### config.mk
export PLATFORM = sky130hd
export DESIGN_NAME = dmem_arbiter
export DESIGN_NICKNAME = d
export VERILOG_FILES = /design/src/rtl/dmem_arbiter.sv
export SDC_FILE = /design/constraint.sdc
export NUM_CORES = 1
export LEC_CHECK = 0
export ABC_AREA = 1
export CAP_MARGIN = 20
export CORE_AREA = 4 4 123 125
export DETAILED_ROUTE_END_ITERATION = 8
export DIE_AREA = 0 0 127 129
export PLACE_DENSITY_LB_ADDON = 0.12
export SLEW_MARGIN = 5
export SYNTH_ARGS = -nofsm -noshare
export SYNTH_HDL_FRONTEND = slang
export SYNTH_SLANG_ARGS = --single-unit
### constraint.sdc
create_clock -name clk -period 2.5 [get_ports clk]
set_input_delay 0.75 -clock clk [delete_from_list [all_inputs] [get_ports clk]]
set_output_delay 0.75 -clock clk [all_outputs]
set_load 0.01 [all_outputs]
### src/rtl/dmem_arbiter.sv
// Shared-BRAM arbiter: CPU data port vs debug/loader port, with starvation bound and debug lock.
// Latency: grant in the request cycle (combinational); read data/valid one cycle after the grant.
// Backpressure: a denied requester sees gnt=0 (CPU also sees cpu_stall) and must hold its request.
//
// Ports: clk/rst (async, active-high); cpu_* and dbg_* request ports with gnt/rvalid/rdata
// returns; dbg_lock requests exclusive ownership; mem_* drives DataMemory, mem_rdata comes back.

package riscv_pkg;
    localparam int XLEN = 32;
    localparam int ALEN = 32;
endpackage

module dmem_arbiter
    import riscv_pkg::*;
#(
    parameter int MAX_WAIT = 8
) (
    input  logic            clk,
    input  logic            rst,
    // CPU data port
    input  logic            cpu_req,
    input  logic            cpu_we,
    input  logic [ALEN-1:0] cpu_addr,
    input  logic [XLEN-1:0] cpu_wdata,
    input  logic [3:0]      cpu_be,
    input  logic [2:0]      cpu_funct3,
    output logic            cpu_gnt,
    output logic            cpu_stall,
    output logic            cpu_rvalid,
    output logic [XLEN-1:0] cpu_rdata,
    // debug / loader port
    input  logic            dbg_req,
    input  logic            dbg_we,
    input  logic [ALEN-1:0] dbg_addr,
    input  logic [XLEN-1:0] dbg_wdata,
    input  logic [3:0]      dbg_be,
    input  logic [2:0]      dbg_funct3,
    input  logic            dbg_lock,
    output logic            dbg_gnt,
    output logic            dbg_rvalid,
    output logic [XLEN-1:0] dbg_rdata,
    // DataMemory side
    output logic            mem_we,
    output logic [3:0]      mem_be,
    output logic [2:0]      mem_funct3,
    output logic [ALEN-1:0] mem_addr,
    output logic [XLEN-1:0] mem_wdata,
    input  logic [XLEN-1:0] mem_rdata
);

    localparam int WW = $clog2(MAX_WAIT + 1);
    localparam logic [WW-1:0] WAIT_LIMIT = WW'(MAX_WAIT);

    typedef enum logic {
        ST_ARB    = 1'b0,
        ST_LOCKED = 1'b1
    } state_t;

    typedef struct packed {
        logic [ALEN-1:0] addr;
        logic [XLEN-1:0] wdata;
        logic [3:0]      be;
        logic [2:0]      funct3;
    } mem_req_t;

    state_t          state;
    logic [WW-1:0]   wait_cnt;
    logic            rd_cpu;
    logic            rd_dbg;
    logic            cpu_win;
    logic            dbg_win;
    mem_req_t        cpu_fields;
    mem_req_t        dbg_fields;
    mem_req_t        sel_fields;

    // Raw arbitration decision; reset gating is applied on the outputs below.
    always_comb begin
        cpu_win = 1'b0;
        dbg_win = 1'b0;
        if (state == ST_LOCKED) begin
            dbg_win = dbg_req;
        end else if (dbg_req && (wait_cnt == WAIT_LIMIT)) begin
            // Debug has waited long enough: it beats the CPU this cycle.
            dbg_win = 1'b1;
        end else if (cpu_req) begin
            cpu_win = 1'b1;
        end else if (dbg_req) begin
            dbg_win = 1'b1;
        end
    end

    assign cpu_gnt   = cpu_win & ~rst;
    assign dbg_gnt   = dbg_win & ~rst;
    assign cpu_stall = cpu_req & ~cpu_gnt & ~rst;

    // Address/data path follows the CPU unless debug holds the grant, so an
    // idle or reset cycle still presents the CPU fields to the BRAM.
    assign cpu_fields = '{addr: cpu_addr, wdata: cpu_wdata, be: cpu_be, funct3: cpu_funct3};
    assign dbg_fields = '{addr: dbg_addr, wdata: dbg_wdata, be: dbg_be, funct3: dbg_funct3};
    assign sel_fields = dbg_gnt ? dbg_fields : cpu_fields;

    assign mem_addr   = sel_fields.addr;
    assign mem_wdata  = sel_fields.wdata;
    assign mem_be     = sel_fields.be;
    assign mem_funct3 = sel_fields.funct3;
    assign mem_we     = (cpu_gnt & cpu_we) | (dbg_gnt & dbg_we);

    // BRAM read data is shared; the registered tags say whose read it is.
    assign cpu_rvalid = rd_cpu;
    assign dbg_rvalid = rd_dbg;
    assign cpu_rdata  = mem_rdata;
    assign dbg_rdata  = mem_rdata;

    always_ff @(posedge clk or posedge rst) begin
        if (rst) begin
            state    <= ST_ARB;
            wait_cnt <= '0;
            rd_cpu   <= 1'b0;
            rd_dbg   <= 1'b0;
        end else begin
            case (state)
                ST_ARB:    if (dbg_gnt && dbg_lock) state <= ST_LOCKED;
                ST_LOCKED: if (!dbg_lock)           state <= ST_ARB;
                default:                            state <= ST_ARB;
            endcase

            // Counts consecutive denied debug cycles; any grant or withdrawn request restarts it.
            if (!dbg_req || dbg_gnt) begin
                wait_cnt <= '0;
            end else if (wait_cnt != WAIT_LIMIT) begin
                wait_cnt <= wait_cnt + 1'b1;
            end

            rd_cpu <= cpu_gnt & ~cpu_we;
            rd_dbg <= dbg_gnt & ~dbg_we;
        end
    end

endmodule

==> flow_summary.ini <==
[timing]
finalSetupTns_ps = -13.5
max_freq_mhz = 399
slew_headroom_pct = 82.5
timing.final.ws_setup_ps = -8.70
rsz0062_at_grt = yes
finalMaxSlewViolations = 0
fin_skew_ps = 1.12
setup_viol = 2
period_share_pct = 100
worst_pin_slew_ps = 262
min_period_ps = 2510
timing.final.hold_violations = 0

[final_layout]
fin_nets = 708
fin_area_um2 = 4130
num_antenna_cells = 0
nFillCells = 1561
final_util_pct = 29.8
multi_input_area_um2 = 1120
final_layout_size_suffix_gt1_share_pct = 28.2
area_delta_synth_final_pct = 129
regArea_um2 = 175

[yosys]
post_synth.cell_area_avg_um2 = 5.29
syn_nets = 524
synth_warnings = 0
ys_ff_latch = 7
synthCells = 341
syn_area_um2 = 1800
ys_types = 19
ys_seq_area_share_pct = 9.72

[critical_path]
critPathRequiredTime_ps = 1750
critical_path.slowest_cell = buf_12
r2r_end = dbg_rvalid
reg2regPathDepth = 9
crit_path_max_incr_delay_ps = 160
critPathMaxFanout = 6
endpoint_kind = output port
r2r-start = wait_cnt[0]
crit_top_cell = buf_12
path_cells = buf_6, inv_4, nor2_4, nand2_4, nand2_8, buf_12, buf_12, buf_16, nand2_2, nand2_1, buf_2
arrival_ps = 1760
ff2ff_setup_slack_ps = 1050
worstSetupPathType = primary input to output port
cp-start-kind = primary input

[detailed_routing]
viasPerCell = 3.69
vias = 2600
drc_errors = 0
drtAntennaViolNets = 0
totalWireLength_mm = 10.4
drtPass1Iterations = 4
wire_per_inst_um = 14.8
drtIter0Drc = 61

[global_route]
grt_pass1_vias = 2712
grt_pass1_wl_mm = 14.7
grt_overflow = 0
grt_usage_pct = 11.3
antenna_found_initial = 0
grt_max_degree = 20

[min_path]
min_from = state
min_path_cells = 2
worstHoldPathType = flip-flop to flip-flop
whs_endpoint = state

[die]
ios = 322
rows = 43
die_width_um = 127
die-area_um2 = 16400
start_util_pct = 13.0
core-area_um2 = 13900
die_h_um = 129

[placement]
dp_slack_ps = -819
place.port_buffers = 225
routabilityCongestion = 0.758
placed_area_um2 = 3850
dp_hpwl_mm = 7.40

[cts]
cts.sinks = 7
clkTransAtPathRegs_ps = 30
cts_root_buf = clkbuf_16
cts_max_path_buffers = 2
cts_made_buffers = 3
htree_levels = 1
cts_tree = done
clk_latency_ps = 230

[pwr]
power_density_nw_per_um2 = 270
irDropWorstVdd_mv = 0.181
leakage_nw = 2.09

[status]
violations = negative setup slack
status = finished, violations left

[job]
drv_cap = 0
==> critical path: cells and delay by family <==
family / cells / cell delay [ps]
AND/OR/NAND/NOR: 5 / 300
buffers and inverters: 6 / 700
==> power by group <==
group          internal, mW  switching [mW]  total [mW]
sequential            0.120         0.00440       0.125
combinational         0.434           0.292       0.725
clock                 0.212          0.0540       0.266
total                 0.765           0.350        1.12
==> routing by layer <==
| layer | share of wire (%) | GRT usage [%] |
|---|---|---|
| met1 | 37 | 12.0 |
| met2 | 49 | 21.0 |
| met3 | 13 | 4.69 |
| met4 | 1.9 | 2.84 |
| met5 | 0 | 0 |
==> cell usage after synthesis <==
cell type / instances / area share, %
nor3_1: 2 / 0.56
nor2_1: 7 / 1.5
nand2_2: 1 / 0.35
nand2_1: 220 / 46
inv_1: 7 / 1.5
dfrtp_1: 7 / 9.7
clkbuf_1: 2 / 0.42
nand3_1: 4 / 1.1
nand3_2: 1 / 0.56
buf_2: 6 / 1.7
xor2_1: 1 / 0.49
ha_1: 2 / 1.4
buf_4: 64 / 27
buf_6: 8 / 5.0
nand4_1: 3 / 1.0
nor2_4: 1 / 0.62
xnor2_1: 1 / 0.49
inv_2: 3 / 0.62
nand2_4: 1 / 0.62
==> registers in the layout (all words and copies together) (netlist names) <==
signal / cells
state: 1
wait_cnt: 4
cpu_rvalid: 1
dbg_rvalid: 1
==> how the worst max path moves through the flow <==
| stage | slack, ps | to | cells past startpoint | start |
|---|---|---|---|---|
| 4_1_cts | -70 | mem_wdata[12] | 10 | cpu_req |
| 3_3_place_gp | -830 | mem_wdata[2] | 9 | cpu_req |
| 6_report | -9 | mem_addr[28] | 11 | cpu_req |
| 3_5_place_dp | -820 | mem_wdata[2] | 9 | cpu_req |
| 5_1_grt | -50 | mem_addr[28] | 11 | cpu_req |
| 2_1_floorplan | 270 | mem_be[0] | 7 | cpu_req |
==> layout make-up <==
type,count,share of cell area [%]
Clock buffer,4,1.91
Timing Repair Buffer,259,59.9
Tap cell,180,5.45
Sequential cell,7,4.24
Multi-Input combinational cell,244,27.2
Inverter,10,1.27
==> through the flow <==
| stage | std cells | total power, mW | hold WS, ps |
|---|---|---|---|
| 2_1_floorplan | 341 | 0.439 | 490 |
| 3_3_place_gp | 683 | 0.834 | 533 |
| 3_5_place_dp | 683 | 0.833 | 539 |
| 4_1_cts | 701 | 1.12 | 598 |
| 5_1_grt | 704 | 1.19 | 628 |
| 6_report | 704 | 1.12 | 584 |
==> cell families (layout without fill, tap and decap cells) <==
logic type / count (synthesis) / in the layout / synth area share, %
buffers and inverters: 90 / 273 / 35.8
adders and majority gates: 2 / 2 / 1.39
and+or+nand+nor: 240 / 240 / 52.1
xor gates and xnor gates: 2 / 2 / 0.972
DFF: 7 / 7 / 9.72
==> repair_timing <==
item | in CTS | in global routing
endpoints found under the setup margin | 75 | 65
hold buffers | 0 | 0
pin swaps | 16 | 4
setup buffers | 6 | 2
cloned | 8 | 1
resized for setup | 313 | 47
==> layout by cell type, fill, tap and decap left out, drive strengths merged <==
cell and n:
buf 93, clkbuf 21, clkdlybuf4s50 147, dfrtp 7, dlygate4sd2 2, ha 2
inv 10, nand2 222, nand3 5, nand4 3, nor2 8, nor3 2
xnor2 1, xor2 1
Note: power is estimated with default switching activity, not from simulation.
